`config.mk`:
```
export PLATFORM = sky130hd
export DESIGN_NAME = ram_read_arbiter_flat
export DESIGN_NICKNAME = d
export VERILOG_FILES = /design/src/rtl/ram_read_arbiter_pkg.sv /design/src/rtl/ram_read_arbiter_if.sv /design/src/rtl/ram_read_arbiter_arb_rr_pick.sv /design/src/rtl/ram_read_arbiter.sv /design/src/flat_wrapper.sv
export SDC_FILE = /design/constraint.sdc
export NUM_CORES = 1
export LEC_CHECK = 0
export BUFFER_PORTS_ARGS = -buffer_cell sky130_fd_sc_hd__buf_2
export CORE_ASPECT_RATIO = 0.7
export CORE_MARGIN = 4
export CORE_UTILIZATION = 47
export CTS_CLUSTER_SIZE = 14
export DETAILED_ROUTE_END_ITERATION = 10
export PLACE_DENSITY = 0.79
export SYNTH_ARGS = -nofsm -noshare
export SYNTH_HDL_FRONTEND = slang
export SYNTH_SLANG_ARGS = --single-unit
```
`constraint.sdc`:
```
create_clock -name clk -period 2.43 [get_ports clk]
set_clock_uncertainty 0.1 [all_clocks]
set_input_delay 0.243 -clock clk [delete_from_list [all_inputs] [get_ports clk]]
set_output_delay 0.243 -clock clk [all_outputs]
set_load 0.02 [all_outputs]
```
`src/rtl/ram_read_arbiter_pkg.sv`:
```
`default_nettype none
//------------------------------------------------------------------------------
// Module      : ram_read_arbiter_pkg
// Description : Shared types and constants for the two-port RAM read arbiter:
//               FSM state encoding, port indices and parameter defaults.
// Revision    : 1.0  initial release
//------------------------------------------------------------------------------
package ram_read_arbiter_pkg;

  // Arbiter sequencing states; IDLE must encode as zero so debug reads 0 in reset
  typedef enum logic [1:0] {
    ST_IDLE = 2'd0,
    ST_WAIT = 2'd1,
    ST_DONE = 2'd2
  } state_t;

  // Port indices as stored in lastGrant / granted-port registers
  localparam logic PORT_A = 1'b0;
  localparam logic PORT_B = 1'b1;

  // Parameter defaults for the top level
  localparam int          TIMEOUT_DEFAULT = 255;
  localparam logic [31:0] ERRDATA_DEFAULT = 32'hDEADBEEF;

endpackage : ram_read_arbiter_pkg
`default_nettype wire

```
`src/rtl/ram_read_arbiter_if.sv`:
```
`default_nettype none
//------------------------------------------------------------------------------
// Module      : ram_read_arbiter_if
// Description : Bundles both requester ports and the RAM read port of the
//               arbiter. The slave modport is the arbiter's view, the master
//               modport is the surrounding system (requesters plus RAM).
// Revision    : 1.0  initial release
//------------------------------------------------------------------------------
interface ram_read_arbiter_if;

  // Port A (ALU)
  logic        reqA;
  logic [7:0]  addrA;
  logic        ackA;
  logic [31:0] dataA;

  // Port B (loader / debug)
  logic        reqB;
  logic [7:0]  addrB;
  logic        ackB;
  logic [31:0] dataB;

  // RAM read port
  logic        readReq;
  logic [7:0]  ramAddress;
  logic        readAck;
  logic [31:0] ramIn;

  modport slave (
    input  reqA, addrA, reqB, addrB, readAck, ramIn,
    output ackA, dataA, ackB, dataB, readReq, ramAddress
  );

  modport master (
    output reqA, addrA, reqB, addrB, readAck, ramIn,
    input  ackA, dataA, ackB, dataB, readReq, ramAddress
  );

endinterface : ram_read_arbiter_if
`default_nettype wire

```
`src/rtl/ram_read_arbiter_arb_rr_pick.sv`:
```
`default_nettype none
//------------------------------------------------------------------------------
// Module      : arb_rr_pick
// Description : Combinational two-way round-robin picker. A lone requester
//               wins; on a tie the port that was not granted last wins.
// Revision    : 1.0  initial release
//------------------------------------------------------------------------------
module arb_rr_pick
  import ram_read_arbiter_pkg::*;
(
  input  wire logic req_a,
  input  wire logic req_b,
  input  wire logic last_grant,
  output logic      gnt_valid,
  output logic      gnt_idx
);

  // Select the winning port from the current requests and grant history
  always_comb begin
    gnt_valid = req_a | req_b;
    gnt_idx   = PORT_A;
    if (req_a && req_b) begin
      gnt_idx = (last_grant == PORT_A) ? PORT_B : PORT_A;
    end else if (req_b) begin
      gnt_idx = PORT_B;
    end
  end

endmodule : arb_rr_pick
`default_nettype wire

```
`src/rtl/ram_read_arbiter.sv`:
```
`default_nettype none
//------------------------------------------------------------------------------
// Module      : ram_read_arbiter
// Description : Arbitrates read requests from two ports onto one RAM read
//               port. One transaction in flight at a time; a transaction the
//               RAM does not answer within TIMEOUT+1 wait cycles is aborted
//               with ERRDATA and a sticky timeoutErr flag.
// Revision    : 1.0  initial release
//------------------------------------------------------------------------------
module ram_read_arbiter
  import ram_read_arbiter_pkg::*;
#(
  parameter int          TIMEOUT = TIMEOUT_DEFAULT,
  parameter logic [31:0] ERRDATA = ERRDATA_DEFAULT
) (
  input  wire logic         clk,
  input  wire logic         reset,
  ram_read_arbiter_if.slave bus,
  output logic              timeoutErr,
  output logic [31:0]       debug
);

  // waitCnt is 8 bits wide, so the abort threshold is taken modulo 256
  localparam logic [7:0] TIMEOUT_CNT = 8'(TIMEOUT);

  state_t      state_q,       state_d;
  logic        read_req_q,    read_req_d;
  logic [7:0]  ram_address_q, ram_address_d;
  logic        ack_a_q,       ack_a_d;
  logic        ack_b_q,       ack_b_d;
  logic [31:0] data_a_q,      data_a_d;
  logic [31:0] data_b_q,      data_b_d;
  logic        last_grant_q,  last_grant_d;
  logic        granted_q,     granted_d;
  logic [7:0]  wait_cnt_q,    wait_cnt_d;
  logic        timeout_err_q, timeout_err_d;
  logic [31:0] debug_q,       debug_d;

  logic        pick_valid;
  logic        pick_idx;

  arb_rr_pick u_pick (
    .req_a      (bus.reqA),
    .req_b      (bus.reqB),
    .last_grant (last_grant_q),
    .gnt_valid  (pick_valid),
    .gnt_idx    (pick_idx)
  );

  // Next-state and next-output logic of the IDLE/WAIT/DONE sequencer
  always_comb begin
    state_d       = state_q;
    read_req_d    = read_req_q;
    ram_address_d = ram_address_q;
    ack_a_d       = 1'b0;
    ack_b_d       = 1'b0;
    data_a_d      = data_a_q;
    data_b_d      = data_b_q;
    last_grant_d  = last_grant_q;
    granted_d     = granted_q;
    wait_cnt_d    = wait_cnt_q;
    timeout_err_d = timeout_err_q;

    case (state_q)
      ST_IDLE: begin
        read_req_d = 1'b0;
        // A RAM still asserting readAck from earlier activity blocks new grants
        if (pick_valid && !bus.readAck) begin
          granted_d     = pick_idx;
          ram_address_d = (pick_idx == PORT_A) ? bus.addrA : bus.addrB;
          read_req_d    = 1'b1;
          wait_cnt_d    = 8'd0;
          state_d       = ST_WAIT;
        end
      end

      ST_WAIT: begin
        if (bus.readAck || (wait_cnt_q == TIMEOUT_CNT)) begin
          // Completion and abort share the same hand-back; only data differs
          read_req_d   = 1'b0;
          last_grant_d = granted_q;
          state_d      = ST_DONE;
          if (granted_q == PORT_A) begin
            ack_a_d  = 1'b1;
            data_a_d = bus.readAck ? bus.ramIn : ERRDATA;
          end else begin
            ack_b_d  = 1'b1;
            data_b_d = bus.readAck ? bus.ramIn : ERRDATA;
          end
          if (!bus.readAck) begin
            timeout_err_d = 1'b1;
          end
        end else if (wait_cnt_q != 8'hFF) begin
          wait_cnt_d = wait_cnt_q + 8'd1;
        end
      end

      ST_DONE: begin
        // Requesters still show a stale req here; it is deliberately ignored
        state_d = ST_IDLE;
      end

      default: begin
        state_d    = ST_IDLE;
        read_req_d = 1'b0;
      end
    endcase

    debug_d = {state_d, last_grant_d, 5'b0, wait_cnt_d, ram_address_d, 8'b0};
  end

  // State and output registers; lastGrant resets to B so A wins the first tie
  always_ff @(posedge clk or negedge reset) begin
    if (!reset) begin
      state_q       <= ST_IDLE;
      read_req_q    <= 1'b0;
      ram_address_q <= 8'd0;
      ack_a_q       <= 1'b0;
      ack_b_q       <= 1'b0;
      data_a_q      <= 32'd0;
      data_b_q      <= 32'd0;
      last_grant_q  <= PORT_B;
      granted_q     <= PORT_A;
      wait_cnt_q    <= 8'd0;
      timeout_err_q <= 1'b0;
      debug_q       <= 32'd0;
    end else begin
      state_q       <= state_d;
      read_req_q    <= read_req_d;
      ram_address_q <= ram_address_d;
      ack_a_q       <= ack_a_d;
      ack_b_q       <= ack_b_d;
      data_a_q      <= data_a_d;
      data_b_q      <= data_b_d;
      last_grant_q  <= last_grant_d;
      granted_q     <= granted_d;
      wait_cnt_q    <= wait_cnt_d;
      timeout_err_q <= timeout_err_d;
      debug_q       <= debug_d;
    end
  end

  assign bus.readReq    = read_req_q;
  assign bus.ramAddress = ram_address_q;
  assign bus.ackA       = ack_a_q;
  assign bus.ackB       = ack_b_q;
  assign bus.dataA      = data_a_q;
  assign bus.dataB      = data_b_q;
  assign timeoutErr     = timeout_err_q;
  assign debug          = debug_q;

endmodule : ram_read_arbiter
`default_nettype wire
```
`src/flat_wrapper.sv`:
```
// flat-port wrapper written by rule: the top's interface ports become plain ports
module ram_read_arbiter_flat import ram_read_arbiter_pkg::*;
#(
  parameter int          TIMEOUT = TIMEOUT_DEFAULT,
  parameter logic [31:0] ERRDATA = ERRDATA_DEFAULT
)
  (clk, reset, timeoutErr, debug, bus_reqA, bus_addrA, bus_reqB, bus_addrB, bus_readAck, bus_ramIn, bus_ackA, bus_dataA, bus_ackB, bus_dataB, bus_readReq, bus_ramAddress);
  ram_read_arbiter_if bus_i ();
  input  wire logic clk;
  input  wire logic reset;
  output logic timeoutErr;
  output logic [31:0] debug;
  input wire logic [$bits(bus_i.reqA)-1:0] bus_reqA;
  input wire logic [$bits(bus_i.addrA)-1:0] bus_addrA;
  input wire logic [$bits(bus_i.reqB)-1:0] bus_reqB;
  input wire logic [$bits(bus_i.addrB)-1:0] bus_addrB;
  input wire logic [$bits(bus_i.readAck)-1:0] bus_readAck;
  input wire logic [$bits(bus_i.ramIn)-1:0] bus_ramIn;
  output wire logic [$bits(bus_i.ackA)-1:0] bus_ackA;
  output wire logic [$bits(bus_i.dataA)-1:0] bus_dataA;
  output wire logic [$bits(bus_i.ackB)-1:0] bus_ackB;
  output wire logic [$bits(bus_i.dataB)-1:0] bus_dataB;
  output wire logic [$bits(bus_i.readReq)-1:0] bus_readReq;
  output wire logic [$bits(bus_i.ramAddress)-1:0] bus_ramAddress;
  assign bus_i.reqA = bus_reqA;
  assign bus_i.addrA = bus_addrA;
  assign bus_i.reqB = bus_reqB;
  assign bus_i.addrB = bus_addrB;
  assign bus_i.readAck = bus_readAck;
  assign bus_i.ramIn = bus_ramIn;
  assign bus_ackA = bus_i.ackA;
  assign bus_dataA = bus_i.dataA;
  assign bus_ackB = bus_i.ackB;
  assign bus_dataB = bus_i.dataB;
  assign bus_readReq = bus_i.readReq;
  assign bus_ramAddress = bus_i.ramAddress;
  ram_read_arbiter #(.TIMEOUT(TIMEOUT), .ERRDATA(ERRDATA)) u_core (.clk(clk), .reset(reset), .bus(bus_i), .timeoutErr(timeoutErr), .debug(debug));
endmodule
```
==> results.toml, run 1 <==
[outcome]
outcome = "finished clean"

[grt]
number_of_global_route_vias_before_repair = 2867
grt-ovfl-total = 0
grt_antenna_before_repair = 0
grt_first_pass_wirelength_um = 14300
grtUsageTotal_pct = 19.5
pin_count_of_the_biggest_net_entering_global_routing = 50

[logic_synthesis]
number_of_flops_mapped_to_enable_cells_by_yosys = 0
yosys-top-cells-count = "sky130_fd_sc_hd__dfrtp_1 (88), sky130_fd_sc_hd__a2bb2oi_1 (38), sky130_fd_sc_hd__nor2_1 (27), sky130_fd_sc_hd__buf_4 (22)"
synth_seq_cells = 89
synth-warning-count = 0
async_s_r_ff_share_synth_pct = 100
biggest_area_contributors_in_the_synthesized_netlist = "sky130_fd_sc_hd__dfrtp_1 (59%), sky130_fd_sc_hd__a2bb2oi_1 (8.9%), sky130_fd_sc_hd__buf_4 (4.4%)"
average_cell_area_after_synthesis_um2 = 12.6
most_common_cell_in_the_synthesized_netlist = "sky130_fd_sc_hd__dfrtp_1"
synth_sequential_area_ratio_pct = 59.6
synth_area_um2 = 3740
ys_types = 41
post-synth-top-area-fraction_pct = 58.9
dominant_cell_type_by_area_after_synthesis = "sky130_fd_sc_hd__dfrtp_1"
synth_cells = 297
dominantRegCellSynth = "sky130_fd_sc_hd__dfrtp_1"

[setup_path]
r2r_slack_ns = 0.42
critical_path_required_ns = 2.60
r2r_end = "u_core.wait_cnt_q[3]$_DFFE_PN0P_"
r2r-start = "u_core.wait_cnt_q[0]$_DFFE_PN0P_"
worst-endpoint-arrival_ns = 2.18
critPathMaxFanout = 8
worst_setup_path_start_kind = "flop"
setup.worst_path.class = "flop to flop"
critPathCaptureType = "flop"
cell_depth_of_the_worst_flop_to_flop_path = 5

[pwr]
switching_fraction_of_total_power_pct = 39.3
leakage_nw = 2.35
seq_power_share_pct = 38.6
pwr-share-comb_pct = 40.1
share_clk_of_total_power_pct = 21.3
p_sw_mw = 2.57
internal-power_mw = 3.97
total_power_per_unit_cell_area_nw_per_um2 = 1380
power.ir.vdd_worst_v = 0.000736

[layout]
layout.core_utilization_pct = 63.3
layout.filler_cells = 578
layout.nets = 489
number_of_antenna_diodes = 0
layout_cells_sized_above_1_pct = 43.6
synthToLayoutAreaGrowth_pct = 27.2
final-instance-count-excl-fill = 538

[clocking]
clock_sinks = 89
worstSkewPairLatency_ns = 0.33
post_cts_hold_buffer_count = 1
cts_htree_levels = 3
tritoncts.num_buffers = 9
clkTransAtPathRegs_ns = 0.07
tritoncts = "yes"
number_of_gates_resized_after_cts = 0
post-cts-setup-buffer-count = 0
max-clock-path-buffers = 2
cts_root_buf = "sky130_fd_sc_hd__clkbuf_16"

[placed_design]
dp.final_hpwl_um = 6660
numPortBuffers = 147
place.gp.congestion = 0.867
dpl.cell_count = 521

[detailed_routing]
routed-via-count = 2872
vias_per_cell = 5.34
highest-signal-layer = "met4"
wire_length_reported_by_the_detailed_router_um = 9230
drtIter0Drc = 222
route.layer.met1.wl_um = 4090
drcViolationCount = 0
drt.antenna.violating_nets = 0
post_drt_wl_per_cell_um = 17.1
route.met2.wl_um = 4290
wl_met3_um = 765
drt_pass1_iterations = 4

[floorplan]
chipWidth_um = 115
ioPinCount = 161
row_count = 26
initial_utilization_pct = 49.8
design.core.area_um2 = 7510
die_ar_um2 = 9470
die_y_um = 82.6

[timing]
tightestPinTransition_ns = 1.10
fmax_mhz = 498
finalMaxSlewViolations = 0
worst_slew_margin_rel_pct = 26.4
setup_viol_count_final = 0
rsz0062_at_grt = "false"
fin_tns_setup_ns = 0
hold_violations = 0
timing.final.crit_share_pct = 82.7
period_minus_slack_ns = 2.01

[min_path]
worst_hold_path_type = "primary input to flop"
min_delay_path_depth = 2
hold_path.startpoint = "bus_ramIn[8]"
timing.hold.worst_endpoint = "u_core.bus.dataA[8]$_DFFE_PN0P_"

[flow_run]
max_cap_viol_count = 0
critical path, cell delays in order, from the launching register on:
cell	delay [ns]
sky130_fd_sc_hd__dfrtp_1	0.44
sky130_fd_sc_hd__ha_1	0.24
sky130_fd_sc_hd__and3_4	0.21
sky130_fd_sc_hd__a211o_4	0.37
sky130_fd_sc_hd__or4b_1	0.51
sky130_fd_sc_hd__nand2_1	0.08
logic make-up (layout without fill, tap and decap cells):
kind of cell	count (synthesis)	count (layout)	share of synthesized area (%)
fa+ha+maj	1	1	0.335
other cells	1	13	0.100
flops	89	89	59.6
simple gates	59	59	7.23
buf+inv	46	177	8.07
compound gates	91	91	22.0
mux	10	10	2.71
stage by stage:
| stage | setup slack (ns) | instance area, um^2 | hold slack [ns] | power [mW] |
|---|---|---|---|---|
| 2_1_floorplan | 0.435 | 3780 | -0.153 | 4.27 |
| 3_3_place_gp | 0.496 | 4440 | 0.154 | 5.12 |
| 3_5_place_dp | 0.428 | 4440 | 0.160 | 5.20 |
| 4_1_cts | 0.407 | 4760 | 0.0769 | 6.61 |
| 5_1_grt | 0.367 | 4760 | 0.0798 | 6.91 |
| 6_report | 0.421 | 4760 | 0.0919 | 6.54 |
how the worst max path moves through the flow:
stage	from	slack [ns]	cells past startpoint	end
finish	u_core.wait_cnt_q[0]$_DFFE_PN0P_	0.42	5	u_core.wait_cnt_q[3]$_DFFE_PN0P_
global route	u_core.wait_cnt_q[0]$_DFFE_PN0P_	0.37	5	u_core.wait_cnt_q[3]$_DFFE_PN0P_
CTS	u_core.wait_cnt_q[0]$_DFFE_PN0P_	0.41	5	u_core.wait_cnt_q[3]$_DFFE_PN0P_
global placement	u_core.wait_cnt_q[0]$_DFFE_PN0P_	0.50	5	u_core.wait_cnt_q[3]$_DFFE_PN0P_
detailed placement	u_core.wait_cnt_q[0]$_DFFE_PN0P_	0.43	5	u_core.wait_cnt_q[3]$_DFFE_PN0P_
floorplan	u_core.wait_cnt_q[0]$_DFFE_PN0P_	0.44	5	u_core.wait_cnt_q[3]$_DFFE_PN0P_
power by group through the flow:
stage          Combinational (mW)  Sequential [mW]  Clock, mW
6_report                     2.63             2.53       1.39
5_1_grt                      2.82             2.61       1.48
4_1_cts                      2.66             2.53       1.42
3_5_place_dp                 2.68             2.52          0
3_3_place_gp                 2.60             2.52          0
2_1_floorplan                1.03             3.25          0
registers in the layout, indices dropped and copies added, names as in the netlist:
register / cells
u_core.bus.dataA: 32
u_core.timeoutErr: 1
u_core.bus.ramAddress: 7
u_core.bus.ackA: 1
u_core.state_q: 2
u_core.bus.ackB: 1
u_core.bus.readReq: 1
u_core.last_grant_q: 1
u_core.bus.dataB: 32
u_core.granted_q: 1
u_core.debug: 3
u_core.wait_cnt_q: 7
cell usage in the layout (no fill, tap or decap), types with 10 or more instances in the layout:
cell / n
sky130_fd_sc_hd__a2bb2oi_1: 38
sky130_fd_sc_hd__dfrtp_1: 88
sky130_fd_sc_hd__a32o_1: 16
sky130_fd_sc_hd__nand2_1: 16
sky130_fd_sc_hd__conb_1: 13
sky130_fd_sc_hd__nor2_1: 26
sky130_fd_sc_hd__a2bb2oi_2: 10
sky130_fd_sc_hd__buf_2: 146
sky130_fd_sc_hd__o21ai_0: 14
layout make-up:
class                   count  area (um^2)  share of cell area, %
flip-flops and latches     89         2230                   46.9
multi-input cells         174         1260                   26.4
repair buffers            156          821                   17.3
clock buffers               9          225                   4.74
well taps                  98          123                   2.58
clock inverters             7         76.3                   1.60
inverters                   5         26.3                  0.552
routing by layer:
metal	track usage [%]	vias up
met2	30.8	152
met5	0	-
met3	5.10	6
met4	6.17	0
li1	-	1330
met1	26.5	1384
(Power assumes the default switching activity.)
==> run 2: changes to the inputs <==
==> constraint.sdc (replaced) <==
create_clock -name clk -period 2.1 [get_ports clk]
set_clock_uncertainty 0.1 [all_clocks]
set_input_delay 0.21 -clock clk [delete_from_list [all_inputs] [get_ports clk]]
set_output_delay 0.21 -clock clk [all_outputs]
set_load 0.02 [all_outputs]
==> run 2 against run 1 <==
  * Count of clock-buffer cells in the layout is 3 higher
  * Power is 18% higher
  * Combinational power is 17% higher
  * Via count is 1.6% higher
  * Wire length is 4.1% higher
  * Die area stayed put
  * First-iteration DRC count is 20% lower
  * Core utilization is 0.58 points higher
  * Critical path type unchanged
==> results.toml, run 2 (same netlist as run 1, synthesis figures left out) <==
[floorplan]
die_y_um = 82.6
initial_utilization_pct = 49.8
ioPinCount = 161
chipWidth_um = 115
design.core.area_um2 = 7510
die_ar_um2 = 9470
row_count = 26

[layout]
layout.nets = 492
layout_cells_sized_above_1_pct = 43.6
layout.cells.most_common = "sky130_fd_sc_hd__buf_2"
number_of_antenna_diodes = 0
synthToLayoutAreaGrowth_pct = 28.4
layout_common_cells = "sky130_fd_sc_hd__buf_2 (146), sky130_fd_sc_hd__dfrtp_1 (88), sky130_fd_sc_hd__a2bb2oi_1 (38)"
final-instance-count-excl-fill = 541

[detailed_routing]
drtIter0Drc = 178
drt_pass1_iterations = 4
post_drt_wl_per_cell_um = 17.8
vias_per_cell = 5.40
routed-via-count = 2919
wire_length_reported_by_the_detailed_router_um = 9600
drt.antenna.violating_nets = 0
drcViolationCount = 0

[clocking]
post-cts-setup-buffer-count = 0
max-clock-path-buffers = 2
cts_htree_levels = 3
tritoncts = "yes"
clkTransAtPathRegs_ns = 0.06
post_cts_hold_buffer_count = 1
tritoncts.num_buffers = 9
cts_root_buf = "sky130_fd_sc_hd__clkbuf_16"
worstSkewPairLatency_ns = 0.33
clock_sinks = 89
number_of_gates_resized_after_cts = 0

[pwr]
seq_power_share_pct = 37.9
total_power_per_unit_cell_area_nw_per_um2 = 1610
internal-power_mw = 4.76
design_power_total_mw = 7.72
leakage_nw = 2.38
share_clk_of_total_power_pct = 22.2
p_sw_mw = 2.96
switching_fraction_of_total_power_pct = 38.3
pwr-share-comb_pct = 39.9
power.ir.vdd_worst_v = 0.000807

[outcome]
outcome = "finished clean"

[timing]
fmax_mhz = 525
timing.final.crit_share_pct = 90.7
rsz0062_at_grt = "false"
setup_viol_count_final = 0
hold_violations = 0
period_minus_slack_ns = 1.91
tightestPinTransition_ns = 1.12
fin_tns_setup_ns = 0
postLayoutSetupSlackWorst_ns = 0.195
worst_slew_margin_rel_pct = 25.3
finalMaxSlewViolations = 0

[grt]
gr-usage-met3_pct = 6.05
grtUsageTotal_pct = 20.3
pin_count_of_the_biggest_net_entering_global_routing = 48
met2_usage_grt_pct = 32.3
grt-ovfl-total = 0
number_of_global_route_vias_before_repair = 2869
top_usage_layer = "met2"
grt_first_pass_wirelength_um = 14800
groute.layer.met1.usage_pct = 27.6
grt_antenna_before_repair = 0

[flow_run]
max_cap_viol_count = 0

[min_path]
hold_path.startpoint = "bus_ramIn[24]"
worst_hold_path_type = "primary input to flop"
timing.hold.worst_endpoint = "u_core.bus.dataA[24]$_DFFE_PN0P_"
min_delay_path_depth = 2

[placed_design]
numPortBuffers = 147
place.gp.congestion = 0.851
dp.final_hpwl_um = 6680
placement.setup.worst_slack_ns = 0.205
dpl.cell_count = 524

[setup_path]
setup.worst_path.class = "flop to flop"
critPathMaxFanout = 8
worst_setup_path_start_kind = "flop"
critPathCaptureType = "flop"
critical_path_required_ns = 2.27
r2r-start = "u_core.wait_cnt_q[0]$_DFFE_PN0P_"
cell_depth_of_the_worst_flop_to_flop_path = 5
r2r_slack_ns = 0.19
r2r_end = "u_core.wait_cnt_q[3]$_DFFE_PN0P_"
worst-endpoint-arrival_ns = 2.07
[run 2: cell types whose count changed in the layout (fill, tap and decap cells not counted)]
cell	change
sky130_fd_sc_hd__clkinvlp_4	-1
sky130_fd_sc_hd__bufinv_16	+1
sky130_fd_sc_hd__clkinv_2	-1
sky130_fd_sc_hd__clkbuf_8	+1
sky130_fd_sc_hd__buf_4	+3
sky130_fd_sc_hd__clkbuf_1	+2
sky130_fd_sc_hd__inv_6	-2
[run 2: per-stage QoR]
step / hold WS, ns / util (%) / instance area [um^2]
floorplan: -0.186 / - / 3780
finish: 0.0487 / 63.9 / 4800
detailed placement: 0.164 / 59.4 / 4470
global placement: 0.154 / 59.4 / 4470
CTS: 0.0366 / 63.9 / 4800
global route: 0.0385 / 63.9 / 4800
[run 2: worst max-delay path, stage by stage (launching register included)]
cell	delay [ns]
sky130_fd_sc_hd__dfrtp_1	0.38
sky130_fd_sc_hd__ha_1	0.21
sky130_fd_sc_hd__and3_4	0.21
sky130_fd_sc_hd__a211o_4	0.37
sky130_fd_sc_hd__or4b_1	0.50
sky130_fd_sc_hd__nand2_1	0.07
[run 2: area by class of cell]
type	instances	area [um^2]
Inverter	5	26.3
Timing Repair Buffer	159	843
Clock buffer	12	246
Tap cell	98	123
Multi-Input combinational cell	174	1260
Sequential cell	89	2230
Fill cell	600	2720
Clock inverter	4	76.3
[run 2: routing by layer]
| metal | vias up | part of all wire (%) |
|---|---|---|
| met4 | 0 | 0.85 |
| li1 | 1346 | - |
| met2 | 132 | 47 |
| met3 | 8 | 8.0 |
| met1 | 1433 | 44 |
| met5 | - | 0 |
[run 2: power groups by stage]
stage          logic [mW]  registers, mW  clock network (mW)
3_3_place_gp         3.05           2.90                   0
3_5_place_dp         3.12           2.92                   0
5_1_grt              3.30           3.01                1.82
6_report             3.08           2.93                1.71
2_1_floorplan        1.19           3.76                   0
4_1_cts              3.12           2.92                1.75
[run 2: how the worst max path moves through the flow]
stage,from,to,slack (ns),cells after the start
detailed placement,u_core.wait_cnt_q[0]$_DFFE_PN0P_,u_core.wait_cnt_q[3]$_DFFE_PN0P_,0.21,5
floorplan,u_core.wait_cnt_q[0]$_DFFE_PN0P_,u_core.wait_cnt_q[3]$_DFFE_PN0P_,0.11,5
global route,u_core.wait_cnt_q[0]$_DFFE_PN0P_,u_core.wait_cnt_q[3]$_DFFE_PN0P_,0.13,5
global placement,u_core.wait_cnt_q[0]$_DFFE_PN0P_,u_core.wait_cnt_q[3]$_DFFE_PN0P_,0.22,5
CTS,u_core.wait_cnt_q[0]$_DFFE_PN0P_,u_core.wait_cnt_q[3]$_DFFE_PN0P_,0.19,5
finish,u_core.wait_cnt_q[0]$_DFFE_PN0P_,u_core.wait_cnt_q[3]$_DFFE_PN0P_,0.19,5
==> run 3: changes to the inputs <==
--- a/config.mk
+++ b/config.mk
@@ -12,6 +12,7 @@
 export CTS_CLUSTER_SIZE = 14
 export DETAILED_ROUTE_END_ITERATION = 10
 export PLACE_DENSITY = 0.79
+export REMOVE_ABC_BUFFERS = 1
 export SYNTH_ARGS = -nofsm -noshare
 export SYNTH_HDL_FRONTEND = slang
 export SYNTH_SLANG_ARGS = --single-unit
==> run 3 against run 2 <==
  * Count of clock-buffer cells in the layout decreased by 2
  * Worst hold slack better by 0.0058 ns
  * Sequential power hardly changed
  * Final cell count is 0.18% lower
  * Largest cell class unchanged
  * Largest power group unchanged
==> results.toml, run 3 (same netlist as run 1, synthesis figures left out) <==
[timing]
timing.final.crit_share_pct = 93.8
fin_tns_setup_ns = 0
hold_violations = 0
postLayoutSetupSlackWorst_ns = 0.131
period_minus_slack_ns = 1.97
rsz0062_at_grt = "false"
worst_slew_margin_rel_pct = 26.8
fmax_mhz = 508
finalMaxSlewViolations = 0
setup_viol_count_final = 0
tightestPinTransition_ns = 1.10

[clocking]
clkTransAtPathRegs_ns = 0.06
clock_sinks = 89
cts_htree_levels = 3
cts_root_buf = "sky130_fd_sc_hd__clkbuf_16"
worstSkewPairLatency_ns = 0.32
tritoncts = "yes"
tritoncts.num_buffers = 9
max-clock-path-buffers = 2

[detailed_routing]
post_drt_wl_per_cell_um = 17.3
drcViolationCount = 0
wl_met3_um = 663
highest-signal-layer = "met4"
routed-via-count = 2920
route.layer.met1.wl_um = 4210
vias_per_cell = 5.41
route.met2.wl_um = 4360
drt.antenna.violating_nets = 0
drtIter0Drc = 188
drt_pass1_iterations = 4
wire_length_reported_by_the_detailed_router_um = 9350

[floorplan]
row_count = 26
ioPinCount = 161
design.core.area_um2 = 7510
die_ar_um2 = 9470
die_y_um = 82.6
chipWidth_um = 115
initial_utilization_pct = 49.8

[setup_path]
worst_setup_path_start_kind = "flop"
critPathMaxFanout = 8
critical_path_required_ns = 2.26
critPathCaptureType = "flop"
setup.worst_path.class = "flop to flop"
worst-endpoint-arrival_ns = 2.13

[layout]
layout_cells_sized_above_1_pct = 43.7
layout.filler_cells = 598
final-instance-count-excl-fill = 540
layout.core_utilization_pct = 63.7
synthToLayoutAreaGrowth_pct = 27.9
layout.cells.most_common = "sky130_fd_sc_hd__buf_2"
layout_common_cells = "sky130_fd_sc_hd__buf_2 (146), sky130_fd_sc_hd__dfrtp_1 (88), sky130_fd_sc_hd__a2bb2oi_1 (38)"
number_of_antenna_diodes = 0
layout.nets = 493

[pwr]
power.ir.vdd_worst_v = 0.000740
internal-power_mw = 4.72
p_sw_mw = 2.90
total_power_per_unit_cell_area_nw_per_um2 = 1590
leakage_nw = 2.38
share_clk_of_total_power_pct = 21.4
pwr-share-comb_pct = 40.6
seq_power_share_pct = 38.1
switching_fraction_of_total_power_pct = 38.1

[placed_design]
placement.setup.worst_slack_ns = 0.152
place.gp.congestion = 0.878
numPortBuffers = 147
dp.final_hpwl_um = 6630
dpl.cell_count = 525

[grt]
pin_count_of_the_biggest_net_entering_global_routing = 53
grt_antenna_before_repair = 0
grtUsageTotal_pct = 20.3
grt_first_pass_wirelength_um = 14900
grt-ovfl-total = 0
number_of_global_route_vias_before_repair = 2889

[outcome]
outcome = "finished clean"

[min_path]
worst_hold_path_type = "primary input to flop"

[flow_run]
max_cap_viol_count = 0
[run 3: critical path, cell delays in order (launching register included)]
cell,delay (ns)
sky130_fd_sc_hd__dfrtp_1,0.42
sky130_fd_sc_hd__ha_1,0.21
sky130_fd_sc_hd__and3_4,0.20
sky130_fd_sc_hd__a211o_4,0.37
sky130_fd_sc_hd__or4b_1,0.52
sky130_fd_sc_hd__nand2_1,0.09
[run 3: routing by layer]
layer	GRT usage [%]	up-vias
met4	5.46	0
met5	0	-
met3	4.66	11
met1	28.4	1451
li1	-	1344
met2	32.1	114
[run 3: power groups by stage]
stage                     Sequential, mW  Clock [mW]  Combinational [mW]
after floorplan                     3.83           0               0.955
after CTS                           2.90        1.68                3.13
after global placement              2.89           0                3.05
final                               2.90        1.63                3.09
after detailed placement            2.90           0                3.13
after global routing                2.99        1.75                3.30
[run 3: repair_timing]
action	in CTS	in global routing
endpoints found under the hold margin	37	0
gates resized for setup	0	0
hold buffers	1	0
buffers inserted	0	0
[run 3: metrics by stage]
step / hold WS, ns / instance area [um^2] / power [mW]
5_1_grt: 0.0641 / 4780 / 8.05
2_1_floorplan: -0.186 / 3510 / 4.79
3_3_place_gp: 0.105 / 4470 / 5.94
3_5_place_dp: 0.104 / 4470 / 6.04
4_1_cts: 0.0458 / 4780 / 7.70
6_report: 0.0546 / 4780 / 7.62
[run 3: cell type report]
class / count / area, um^2 / area share (%)
Sequential cell: 89 / 2230 / 46.6
Multi-Input combinational cell: 174 / 1260 / 26.3
Timing Repair Buffer: 160 / 851 / 17.8
Clock buffer: 10 / 229 / 4.79
Tap cell: 98 / 123 / 2.56
Clock inverter: 4 / 70.1 / 1.46
Inverter: 5 / 26.3 / 0.549
[run 3: final timing paths]
kind,to,depth (start not counted),from,slack (ns)
worst min register to register,u_core.timeoutErr$_DFFE_PN0P_,1,u_core.timeoutErr$_DFFE_PN0P_,0.38
max in group asynchronous,u_core.last_grant_q$_DFF_PN1_,3,reset,0.90
worst max register to register,u_core.wait_cnt_q[3]$_DFFE_PN0P_,5,u_core.wait_cnt_q[1]$_DFFE_PN0P_,0.13
worst max-delay path,u_core.wait_cnt_q[3]$_DFFE_PN0P_,5,u_core.wait_cnt_q[1]$_DFFE_PN0P_,0.13
worst min-delay path,u_core.bus.dataA[17]$_DFFE_PN0P_,2,bus_ramIn[17],0.05
min in group asynchronous,u_core.bus.ramAddress[0]$_DFFE_PN0P_,2,reset,0.31
